[src/rtl/serial_adder_ctrl_if.sv]
// serial_adder_ctrl_if
//   Request/result bundle between a requester and the bit-serial adder
//   controller.
//   master (requester): drives start, a, b, cin; observes busy, done, sum, cout
//   slave  (adder)    : observes start, a, b, cin; drives busy, done, sum, cout
//   start  request, captured with a, b, cin when the adder is IDLE or DONE
//   a, b   N-bit unsigned operands
//   cin    carry-in
//   busy   high while bits are being added
//   done   one-cycle pulse, sum/cout valid
//   sum    N-bit result
//   cout   final carry-out
interface serial_adder_ctrl_if #(
    parameter int N = 8
);
    logic         start;
    logic [N-1:0] a;
    logic [N-1:0] b;
    logic         cin;
    logic         busy;
    logic         done;
    logic [N-1:0] sum;
    logic         cout;

    modport master (
        output start, a, b, cin,
        input  busy, done, sum, cout
    );

    modport slave (
        input  start, a, b, cin,
        output busy, done, sum, cout
    );
endinterface

[src/rtl/serial_adder_ctrl.sv]
// serial_adder_ctrl
//   Bit-serial N-bit adder around one full-adder cell (fa_somma/fa_riporto).
//   An accepted start captures a, b, cin; the operands are then shifted
//   LSB-first through the cell, one bit per clock, with the running carry
//   held in a flip-flop and sum bits collected in a shift register.
//   {cout, sum} = a + b + cin after N RUN cycles; done pulses for one cycle.
// Ports
//   clock  rising-edge clock
//   reset  synchronous, active-high reset
//   bus    serial_adder_ctrl_if.slave: start/a/b/cin in, busy/done/sum/cout out
// Parameters
//   N      operand/result width, N >= 1
module serial_adder_ctrl #(
    parameter int N = 8
) (
    input  logic                 clock,
    input  logic                 reset,
    serial_adder_ctrl_if.slave   bus
);

    localparam int CNT_W = $clog2(N + 1);
    localparam logic [CNT_W-1:0] LAST = CNT_W'(N - 1);

    typedef enum logic [1:0] {
        IDLE = 2'd0,
        RUN  = 2'd1,
        DONE = 2'd2
    } state_t;

    state_t state, state_nxt;

    logic [N-1:0]     opa, opa_nxt;
    logic [N-1:0]     opb, opb_nxt;
    logic [N-1:0]     sum_r, sum_nxt;
    logic             carry, carry_nxt;
    logic             cout_r, cout_nxt;
    logic [CNT_W-1:0] cnt, cnt_nxt;

    logic fa_somma;
    logic fa_riporto;
    logic load;
    logic step;
    logic last;

    // Shared full-adder cell: always looks at the current LSBs and carry.
    always_comb begin
        fa_somma   = carry ^ opa[0] ^ opb[0];
        fa_riporto = (opa[0] & opb[0]) | (carry & (opa[0] ^ opb[0]));
    end

    // State register
    always_ff @(posedge clock) begin
        if (reset) begin
            state <= IDLE;
        end else begin
            state <= state_nxt;
        end
    end

    // Next-state and datapath control
    always_comb begin
        state_nxt = state;
        load      = 1'b0;
        step      = 1'b0;
        last      = 1'b0;
        case (state)
            IDLE: begin
                if (bus.start) begin
                    load      = 1'b1;
                    state_nxt = RUN;
                end
            end
            RUN: begin
                step = 1'b1;
                if (cnt == LAST) begin
                    last      = 1'b1;
                    state_nxt = DONE;
                end
            end
            DONE: begin
                if (bus.start) begin
                    load      = 1'b1;
                    state_nxt = RUN;
                end else begin
                    state_nxt = IDLE;
                end
            end
            default: begin
                state_nxt = IDLE;
            end
        endcase
    end

    // Datapath next values. The sum register is built as a right shift with
    // the new bit forced into the MSB, which also works for N == 1 where a
    // {s, sum[N-1:1]} concatenation would need an empty slice.
    always_comb begin
        opa_nxt   = opa;
        opb_nxt   = opb;
        sum_nxt   = sum_r;
        carry_nxt = carry;
        cout_nxt  = cout_r;
        cnt_nxt   = cnt;
        if (load) begin
            opa_nxt   = bus.a;
            opb_nxt   = bus.b;
            carry_nxt = bus.cin;
            sum_nxt   = '0;
            cnt_nxt   = '0;
        end else if (step) begin
            opa_nxt          = opa >> 1;
            opb_nxt          = opb >> 1;
            sum_nxt          = sum_r >> 1;
            sum_nxt[N-1]     = fa_somma;
            carry_nxt        = fa_riporto;
            cnt_nxt          = cnt + CNT_W'(1);
            if (last) begin
                cout_nxt = fa_riporto;
            end
        end
    end

    always_ff @(posedge clock) begin
        if (reset) begin
            opa    <= '0;
            opb    <= '0;
            sum_r  <= '0;
            carry  <= 1'b0;
            cout_r <= 1'b0;
            cnt    <= '0;
        end else begin
            opa    <= opa_nxt;
            opb    <= opb_nxt;
            sum_r  <= sum_nxt;
            carry  <= carry_nxt;
            cout_r <= cout_nxt;
            cnt    <= cnt_nxt;
        end
    end

    // Outputs come straight from registers (busy/done decode the state reg).
    assign bus.busy = (state == RUN);
    assign bus.done = (state == DONE);
    assign bus.sum  = sum_r;
    assign bus.cout = cout_r;

endmodule

[src/flat_wrapper.sv]
// flat-port wrapper written by rule: the top's interface ports become plain ports
module serial_adder_ctrl_flat 
#(
    parameter int N = 8
)
  (clock, reset, bus_start, bus_a, bus_b, bus_cin, bus_busy, bus_done, bus_sum, bus_cout);
  serial_adder_ctrl_if #(.N(N)) bus_i ();
  input  logic clock;
  input  logic reset;
  input wire logic [$bits(bus_i.start)-1:0] bus_start;
  input wire logic [$bits(bus_i.a)-1:0] bus_a;
  input wire logic [$bits(bus_i.b)-1:0] bus_b;
  input wire logic [$bits(bus_i.cin)-1:0] bus_cin;
  output wire logic [$bits(bus_i.busy)-1:0] bus_busy;
  output wire logic [$bits(bus_i.done)-1:0] bus_done;
  output wire logic [$bits(bus_i.sum)-1:0] bus_sum;
  output wire logic [$bits(bus_i.cout)-1:0] bus_cout;
  assign bus_i.start = bus_start;
  assign bus_i.a = bus_a;
  assign bus_i.b = bus_b;
  assign bus_i.cin = bus_cin;
  assign bus_busy = bus_i.busy;
  assign bus_done = bus_i.done;
  assign bus_sum = bus_i.sum;
  assign bus_cout = bus_i.cout;
  serial_adder_ctrl #(.N(N)) u_core (.clock(clock), .reset(reset), .bus(bus_i));
endmodule
[config.mk]
export PLATFORM = sky130hd
export DESIGN_NAME = serial_adder_ctrl_flat
export DESIGN_NICKNAME = d
export VERILOG_FILES = /design/src/rtl/serial_adder_ctrl_if.sv /design/src/rtl/serial_adder_ctrl.sv /design/src/flat_wrapper.sv
export SDC_FILE = /design/constraint.sdc
export NUM_CORES = 1
export LEC_CHECK = 0
export ABC_AREA = 0
export CAP_MARGIN = 30
export CELL_PAD_IN_SITES_DETAIL_PLACEMENT = 0
export CELL_PAD_IN_SITES_GLOBAL_PLACEMENT = 2
export CORE_MARGIN = 2
export CORE_UTILIZATION = 25
export CTS_CLUSTER_DIAMETER = 200
export CTS_CLUSTER_SIZE = 30
export DETAILED_ROUTE_END_ITERATION = 7
export PLACE_DENSITY_LB_ADDON = 0.1
export RECOVER_POWER = 25
export SYNTH_ARGS = -nofsm -noshare
export SYNTH_HDL_FRONTEND = slang
export SYNTH_SLANG_ARGS = --single-unit
[constraint.sdc]
create_clock -name clock -period 1.14 [get_ports clock]
set_input_delay 0.228 -clock clock [delete_from_list [all_inputs] [get_ports clock]]
set_output_delay 0.228 -clock clock [all_outputs]
set_load 0.01 [all_outputs]
== Word-level counts from Yosys, hierarchy flattened ==
Cells that the tools add are included.

* Add/subtract/negate cells: 1
* Equal/unequal tests: 5
* Mux-type cells: 15
* Bitwise logic cells: 7
* Reductions and logical operators: 6

{| class="wikitable"
|+ Operators with widths
! operator !! number
|-
| $mux 8 || 4
|-
| $mux 1 || 8
|-
| $pmux 2 s3 || 1
|-
| $add 4x1->4 const B || 1
|-
| $eq 4x3->1 const B || 1
|-
| $mux 2 || 2
|-
| $reduce_or 2->1 || 2
|-
| $reduce_and 3->1 || 1
|-
| $xor 1x1->1 || 3
|-
| $and 1x1->1 || 2
|-
| $eq 2x1->1 const B || 1
|-
| $eq 2x2->1 const B || 1
|-
| $logic_not 2->1 || 1
|-
| $ne 2x1->1 const B || 1
|-
| $ne 2x2->1 const B || 1
|-
| $reduce_and 2->1 || 1
|-
| $reduce_bool 2->1 || 1
|-
| $not 1->1 || 1
|-
| $or 1x1->1 || 1
|}

* Flip-flop bits (word level): 32
* Input port bits: 20
* Output and inout port bits: 11
* Logic and storage cells: 41

== Depth between registers and ports, before layout ==
* Depth in word-level cells: 5
* Mapped depth: 5
* Mapped depth without buffers: 4

== Worst setup path after synthesis ==
No wires, ideal clock.

* Path kind: register -> register
* Start: reg u_core.state[1]
* End: reg u_core.cout_r (netlist: u_core.bus.cout)
* Arrival time: 1054 ps
* Setup slack: 15 ps
* Stages on the path, launching flop included: 5
* Period minus slack after synthesis: 1125 ps
* Cell sequence: dfxtp_1 nand2b_2 buf_6 or3_1 a21oi_1

* Word-level cells in the longest chain between the ends: 5
* Elaborated cells between the ends (all ways): 9
* Those cells by class: 2 x eq/ne; 3 x mux; 1 x bitwise; 3 x reduce/logical

{| class="wikitable"
|+ Ends and longest elaborated chain
! what !! RTL line !! text
|-
| start, declared || serial_adder_ctrl.sv:30 || <nowiki>state_t state, state_nxt;</nowiki>
|-
| start signal, assigned || serial_adder_ctrl.sv:56 || <nowiki>state <= state_nxt;</nowiki>
|-
| $eq 2x2->1 or $logic_not 2->1 (tied branches) || serial_adder_ctrl.sv:66 || <nowiki>case (state)</nowiki>
|-
| $reduce_or 2->1 (no source line) || - ||
|-
| $mux 1 || - ||
|-
| $not 1->1 (no source line) || - ||
|-
| $reduce_and 3->1 (no source line) (*) || - ||
|-
| end signal, assigned || serial_adder_ctrl.sv:136 || <nowiki>cout_r <= cout_nxt;</nowiki>
|-
| end, declared || serial_adder_ctrl.sv:36 || <nowiki>logic cout_r, cout_nxt;</nowiki>
|}

Mark *: on every way between the ends. The rest lies on a longest branch, timed or not.
A chain may end at the register's enable or synchronous reset.

== Final worst setup path ==
* Start: reg u_core.state[0]
* End: reg u_core.opa[6]

* Word-level cells in the longest chain between the ends: 4
* Elaborated cells between the ends (all ways): 8
* Those cells by class: 2 x eq/ne; 3 x mux; 3 x reduce/logical

{| class="wikitable"
|+ Ends and longest elaborated chain
! what !! RTL line !! text
|-
| $eq 2x2->1 or $logic_not 2->1 (tied branches) || serial_adder_ctrl.sv:66 ||
|-
| $reduce_or 2->1 (no source line) || - ||
|-
| $mux 1 || - ||
|-
| $mux 8 or $reduce_bool 2->1 (tied branches) || - ||
|-
| end signal, assigned || serial_adder_ctrl.sv:132 || <nowiki>opa <= opa_nxt;</nowiki>
|-
| end, declared || serial_adder_ctrl.sv:32 || <nowiki>logic [N-1:0] opa, opa_nxt;</nowiki>
|}

Several ways; a longest one is shown, not always the timed one.

==> metrics.cfg <==
[final_layout]
fin_cells = 274
final_cell_mix = 25 x nand2_1, 25 x dfxtp_1, 18 x clkdlybuf4s50_1, 15 x buf_4, 12 x nor3_1
final_util = 0.458
fin_nets = 225
n_antenna_cell = 0
area_growth_pct = 79.5
drive_gt1_frac = 0.446

[place]
io_buffers = 30
dpl.hpwl_um = 2160
place_congestion = 0.722
placed_cells = 257

[min_path]
min_path_type = reg -> reg
whs_endpoint = u_core.opb[7]
hold_start = u_core.opb[7]
hold_depth = 2

[setup_path]
r2r_start = u_core.state[0]
rrSetupSlack_ps = -90
crit_required_ps = 1330
max_stage_delay_ps = 380
critical_path_arrival_ps = 1420
critPathKind = reg -> reg
crit_chain = buf_6 -> nand2b_4 -> buf_12 -> nor2_2 -> a311oi_2
startpoint_type = flip-flop
path_max_fanout = 5
r2r_end = u_core.opa[6]
cpMaxStageDelayCell = dfxtp_4
reg2regPathDepth = 5
cp-end-kind = flip-flop

[clock_network]
clk_pin_slew_worst_paths_ps = 60
htreeDepth = 2
cts_max_path_buffers = 2
cts_num_sinks = 32
clock_latency_ps = 280
numCtsBuffers = 5
root_buffer = clkbuf_8
cts_tree = built

[routing]
wl_met2_um = 1970
vias_per_cell = 4.57
wl_met1_um = 1580
ant_nets = 0
met3_length_um = 176
avgRoutedWirePerCell_um = 13.8
wirelength_um = 3790
vias = 1252
drt_iter0_drc = 28
drc_errors = 0
drt-pass1-iter-count = 4
highest_layer = met4

[sta]
fin_crit_ps = 1230
fin_setup_tns_ps = -1060
relSlewSlack = 0.828
hold_violations = 0
setup_viol = 19
slew_violations = 0
rsz0062_at_grt = true
worst_slew_pin_slew_ps = 257
period_share = 1.08
fin_worst_skew_ps = 4.23
fin_hold_ws_ps = 468
fmax_mhz = 810
fin_ws_ps = -94.8

[global_routing]
grt_pass1_vias = 1279
grt_overflow_total = 0
grt_pass1_wl_um = 6000
groute.usage.overall = 0.142
grt_max_degree = 21
antenna_found_initial = 0

[power]
power.leakage_uw = 0.000830
p_total_uw = 2780
vdd_drop_max_uv = 424
powerDensity_nw_per_um2 = 1210

[floorplan]
fp.dieW_um = 75.5
die_h_um = 75.5
fp.coreArea_um2 = 5010
core.rowCount = 26
start_util = 0.255
io_pins = 31
dieArea_um2 = 5700

[logic_synthesis]
synth.distinct_cells = 26
syn_nets = 171
synth.avg_cell_area_um2 = 8.58
synth_warnings = 0
ys_ff_latch = 32
netlist_area_um2 = 1280
syn_inst = 149
synth-seq-area-share = 0.501

[flow_run]
drv_cap = 0

[outcome]
status = complete, but fails checks
violations = negative setup slack

==> metal layers <==
metal	up-vias	global-route usage
met5	-	0
met4	0	0.0585
met3	7	0.0423
met2	26	0.247
met1	592	0.163
li1	627	-
==> cell type report <==
type	instances	area (µm²)
fill	509	2710
multi-input combinational	103	817
sequential	32	652
timing repair buffer	59	639
clock buffer	8	90.1
tap	70	87.6
inverter	2	10.0
==> cell families (layout without fill, tap and decap cells) <==
family	Yosys count	count (layout)	synth area share
fa+ha+maj	2	2	0.0254
mux	1	1	0.00783
buf+inv	14	69	0.0626
flops	32	32	0.501
xor+xnor	2	2	0.0137
compound gates	33	33	0.153
simple gates	65	65	0.237
==> cell usage after synthesis (all sizes together) <==
cell	n	area (µm²)
nand2b	3	21.3
mux2i	1	10.0
ha	1	12.5
fa	1	20.0
a311oi	3	26.3
nor2	6	22.5
nand3	5	25.0
nor3	20	100
o22ai	9	56.3
nand3b	2	15.0
inv	2	7.50
or3	2	12.5
xnor2	1	8.76
nor2b	2	12.5
xor2	1	8.76
buf	8	57.6
o21ai	2	10.0
a21oi	16	80.1
nand2	25	93.8
clkbuf	4	15.0
a22oi	3	22.5
dfxtp	32	641
==> critical path, delay by kind of cell, from the launching register on <==
family / cells / cell delay, ps
and+or+nand+nor: 2 / 260
buffers and inverters: 2 / 260
AOI/OAI and AO/OA: 1 / 240
DFF: 1 / 380
==> sequential cells by signal (all words and copies together), names as in the netlist <==
| name | flops |
|---|---|
| u_core.opa | 8 |
| u_core.state | 2 |
| u_core.bus.sum | 8 |
| u_core.bus.cout | 1 |
| u_core.cnt | 4 |
| u_core.opb | 8 |
| u_core.carry | 1 |
==> stage by stage <==
stage | cell area, µm² | setup slack (ps)
after floorplan | 1280 | 15.2
after global placement | 1770 | -286
after detailed placement | 1770 | -300
after CTS | 2080 | -125
after global routing | 2300 | -132
final | 2300 | -94.8
==> power breakdown <==
part	leakage, µW	switching, µW	total, µW	internal [µW]
clock network	0.0000455	406	898	492
registers	0.000265	54.7	1240	1180
logic	0.000520	284	642	358
total	0.000830	746	2780	2030
==> repair_timing <==
item,4_1_cts,5_1_grt
hold buffers,0,0
resized for setup,56,53
setup endpoints to repair,41,39
gates cloned,4,1
setup buffers,2,3
pin swaps,21,9
==> worst max-delay path by stage <==
stage	start	end	slack, ps
3_5_place_dp	bus_start	u_core.opa[7]	-300
6_report	u_core.state[0]	u_core.opa[6]	-90
3_3_place_gp	bus_start	u_core.opa[7]	-290
2_1_floorplan	u_core.state[1]	u_core.bus.cout	20
4_1_cts	u_core.state[0]	bus_done	-130
5_1_grt	u_core.state[0]	u_core.opa[6]	-130
(Power assumes the default switching activity.)
==> RTL edit 1: new RTL, config.mk and constraints unchanged <==
Take the reset off `opa`, `opb` and `sum_r` and load them in a clocked block of their own.
--- a/src/rtl/serial_adder_ctrl.sv
+++ b/src/rtl/serial_adder_ctrl.sv
@@ -122,20 +122,20 @@
 
     always_ff @(posedge clock) begin
         if (reset) begin
-            opa    <= '0;
-            opb    <= '0;
-            sum_r  <= '0;
             carry  <= 1'b0;
             cout_r <= 1'b0;
             cnt    <= '0;
         end else begin
-            opa    <= opa_nxt;
-            opb    <= opb_nxt;
-            sum_r  <= sum_nxt;
             carry  <= carry_nxt;
             cout_r <= cout_nxt;
             cnt    <= cnt_nxt;
         end
+    end
+
+    always_ff @(posedge clock) begin
+        opa   <= opa_nxt;
+        opb   <= opb_nxt;
+        sum_r <= sum_nxt;
     end
 
     // Outputs come straight from registers (busy/done decode the state reg).
Behaviour: differs if reset is asserted again (counterexample within 4 cycles, from zero or initial values and one cycle with reset high); with reset held inactive, the same outputs for 10 cycles.
==> RTL edit 1 against the original RTL <==
- via count is 16% lower
- global-route usage is 3.1 points lower
- the flow still finishes with violations (negative setup slack)
- combinational power is 21% lower
- sequential cell count stayed put
- design area is 11% lower
- cell count is 8.4% lower
- synthesized area is 0.98% higher
- wire length is 27% lower
- worst setup slack worse by 0.0054 ns
- count of clock-buffer cells in the layout stayed put
- critical path type is now flop to output pin
- total power is 0.11% higher
- highest routed layer unchanged
==> RTL edit 1: results <==
{
  "place.gp.congestion": 0.780,
  "multiInputCombCellCount": 82,
  "seq_share": 0.395,
  "hold_start": "u_core.bus.cout",
  "fin_setup_tns_ns": -2.18,
  "place_inst": 237,
  "leakagePower_nw": 0.848,
  "yosysSeqAreaShare": 0.620,
  "tightest_slew_ns": 0.151,
  "detailroute.wirelength.met2_um": 1380,
  "drive_gt1_frac": 0.293,
  "postCtsSetupBuffers": 4,
  "drtIter0Drc": 39,
  "grt_pass1_vias": 1002,
  "die_area_um2": 5760,
  "place_area_um2": 1830,
  "multi_input_comb_area_um2": 487,
  "cts.repair.resized": 35,
  "wl_met3_um": 127,
  "drt_wl_total_um": 2750,
  "r2r_cells": 6,
  "final_nets": 202,
  "use_met2": 0.180,
  "synthTopCellsByCount": "nand2_1 (44), dfxtp_1 (16), edfxtp_1 (16), a22o_1 (8)",
  "routedWlPerCell_um": 11.0,
  "synth-edff-count": 16,
  "clk_share": 0.0440,
  "skew_ns": 0.00487,
  "final_cell_area_um2": 2050,
  "cp.arrival_ns": 1.01,
  "max_stage_delay_ns": 0.32,
  "gr-usage-met1": 0.132,
  "r2r_start": "u_core.state[1]",
  "nNonClkBuffers": 56,
  "netlist-cell-type-count": 27,
  "ys_top_cells_by_area": "edfxtp_1 (37%), dfxtp_1 (25%), nand2_1 (13%)",
  "status": "finished with violations",
  "violations": "negative setup slack",
  "wl_met1_um": 1180,
  "setup_ws_ns": -0.100,
  "post-place-ws_ns": -0.422,
  "avgSynthCellArea_um2": 10.6,
  "report.final.setup_viol": 28,
  "slowest_stage": "dfxtp_2"
}
RTL edit 1: logic make-up after synthesis:
kind of cell / Yosys count / share of synthesized area
AND/OR/NAND/NOR: 63 / 0.224
flip-flops: 32 / 0.620
AO/OA/AOI/OAI: 15 / 0.0853
buffers and inverters: 8 / 0.0320
XOR/XNOR: 2 / 0.0136
adder cells (fa/ha/maj): 2 / 0.0252
RTL edit 1: path summary, 6_finish.rpt:
kind | end | slack [ns]
worst max register to register | u_core.opa[5] | -0.10
worst min register to register | u_core.bus.cout | 0.48
worst max-delay path | bus_done | -0.10
worst min-delay path | u_core.bus.cout | 0.48
RTL edit 1: report_power, final:
part           total, W  switching, W  internal (W)
logic          0.000506      0.000215      0.000291
clock network  0.000882      0.000391      0.000492
registers       0.00139     0.0000493       0.00134
RTL edit 1: worst reg2reg max path, delay by kind of cell (launching register included):
kind,cells,cell delay [ns]
buf+inv,4,0.42
flops,1,0.32
simple gates,2,0.26
==> RTL edit 2: new RTL, same settings <==
Without the edit above. `N` is set to 8 in 3 places; all go to 16.
--- a/src/rtl/serial_adder_ctrl_if.sv
+++ b/src/rtl/serial_adder_ctrl_if.sv
@@ -11,7 +11,7 @@
 //   sum    N-bit result
 //   cout   final carry-out
 interface serial_adder_ctrl_if #(
-    parameter int N = 8
+    parameter int N = 16
 );
     logic         start;
     logic [N-1:0] a;
--- a/src/rtl/serial_adder_ctrl.sv
+++ b/src/rtl/serial_adder_ctrl.sv
@@ -11,7 +11,7 @@
 // Parameters
 //   N      operand/result width, N >= 1
 module serial_adder_ctrl #(
-    parameter int N = 8
+    parameter int N = 16
 ) (
     input  logic                 clock,
     input  logic                 reset,
--- a/src/flat_wrapper.sv
+++ b/src/flat_wrapper.sv
@@ -1,7 +1,7 @@
 // flat-port wrapper written by rule: the top's interface ports become plain ports
 module serial_adder_ctrl_flat 
 #(
-    parameter int N = 8
+    parameter int N = 16
 )
   (clock, reset, bus_start, bus_a, bus_b, bus_cin, bus_busy, bus_done, bus_sum, bus_cout);
   serial_adder_ctrl_if #(.N(N)) bus_i ();
Interface: changed (resized bus_a, bus_b and bus_sum); port bits go from 31 to 55. No check against the original RTL was run, so the function may have changed too.
==> RTL edit 2 against the original RTL <==
- the run still ends with negative setup slack left
- sequential power up 78%
- worst setup slack better by 0.031 ns
- total power up 76%
- critical path depth down 3
- combinational power up 38%
- worst hold slack worse by 0.017 ns
- wire length up 71%
- design area up 59%
- sequential cell count up 25
- core utilization down 4.3 points
- synthesized area up 77%
- maximum frequency up 2.6%
==> RTL edit 2: results <==
{
  "vdd_drop_max_v": 0.000466,
  "netlist-cell-type-count": 29,
  "violations": "negative setup slack",
  "wl_met1_um": 3310,
  "final_nets": 389,
  "critPathMaxFanout": 6,
  "slew_headroom": 0.849,
  "routedWlPerCell_um": 14.0,
  "synthXorXnorAreaFrac": 0.00774,
  "grt_pass1_vias": 2041,
  "hold_start": "bus_start",
  "cp.arrival_ns": 0.98,
  "hpwl_um": 4040,
  "vias": 2177,
  "grt_pass1_wl_um": 9980,
  "hold_end": "u_core.opb[13]",
  "h-tree-depth": 3,
  "leakagePower_nw": 1.34,
  "ys_top_cells_by_area": "dfxtp_1 (50%), nand2_1 (9.6%), nor3_1 (8.0%)",
  "grt_max_degree": 23,
  "report.final.setup_viol": 25,
  "status": "finished with violations",
  "use_met3": 0.0267,
  "synthTopCellsByCount": "nand2_1 (58), dfxtp_1 (57), nor3_1 (36), a21oi_1 (22), o22ai_1 (17)",
  "place.gp.congestion": 0.688,
  "final.fill_count": 912,
  "detailroute.wirelength.met2_um": 2830,
  "gr-usage-met1": 0.174,
  "hold_ws_ns": 0.451,
  "drtIter0Drc": 63,
  "skew_ns": 0.00699,
  "grt_usage": 0.129,
  "post-place-ws_ns": -0.333,
  "setup_ws_ns": -0.0636,
  "synth-adder-area-share": 0.0199,
  "r2r_cells": 6,
  "timing.rr.end": "u_core.opa[0]",
  "worstSkewPairLatency_ns": 0.33,
  "holdPathStages": 4,
  "clk_pin_slew_worst_paths_ns": 0.06,
  "slowest_stage": "dfxtp_4",
  "yosysSeqAreaShare": 0.504,
  "syn-num-nets": 310,
  "cts_buffers": 9,
  "muxShareOfSynthArea": 0.00885
}
## RTL edit 2: cell type report
class / instances / area [um^2] / area share
Multi-Input combinational cell: 186 / 1180 / 0.323
Timing Repair Buffer: 93 / 962 / 0.264
Inverter: 3 / 13.8 / 0.00378
Clock inverter: 2 / 10.0 / 0.00275
Sequential cell: 57 / 1160 / 0.319
Clock buffer: 14 / 183 / 0.0501
Tap cell: 108 / 135 / 0.0371
## RTL edit 2: kinds of logic after synthesis
group / Yosys count
simple gates: 112
compound gates: 67
flops: 57
buf+inv: 28
fa+ha+maj: 3
xor+xnor: 2
mux: 2
## RTL edit 2: power by group
group          switching, W  internal (W)  total [W]
clock              0.000791       0.00102    0.00181
sequential        0.0000912       0.00211    0.00221
combinational      0.000409      0.000478   0.000887
## RTL edit 2: per-stage QoR
step | area (um^2) | instances | utilization | TNS (ns)
2_1_floorplan | 2280 | 271 | - | 0
3_3_place_gp | 3130 | 441 | 0.357 | -14.11
3_5_place_dp | 3130 | 441 | 0.357 | -14.64
4_1_cts | 3480 | 459 | 0.397 | -1.48
5_1_grt | 3640 | 463 | 0.416 | -3.52
6_report | 3640 | 463 | 0.416 | -0.566
## RTL edit 2: worst max-delay path by stage
| stage | start | cells past startpoint | slack [ns] | endpoint |
|---|---|---|---|---|
| after floorplan | u_core.cnt[0] | 4 | 0.004 | u_core.cnt[4] |
| after global placement | bus_start | 5 | -0.32 | u_core.opb[15] |
| after detailed placement | bus_start | 5 | -0.33 | u_core.opa[15] |
| after CTS | u_core.state[0] | 2 | -0.09 | bus_done |
| after global routing | u_core.state[1] | 6 | -0.12 | u_core.opb[11] |
| final | u_core.state[0] | 2 | -0.06 | bus_done |
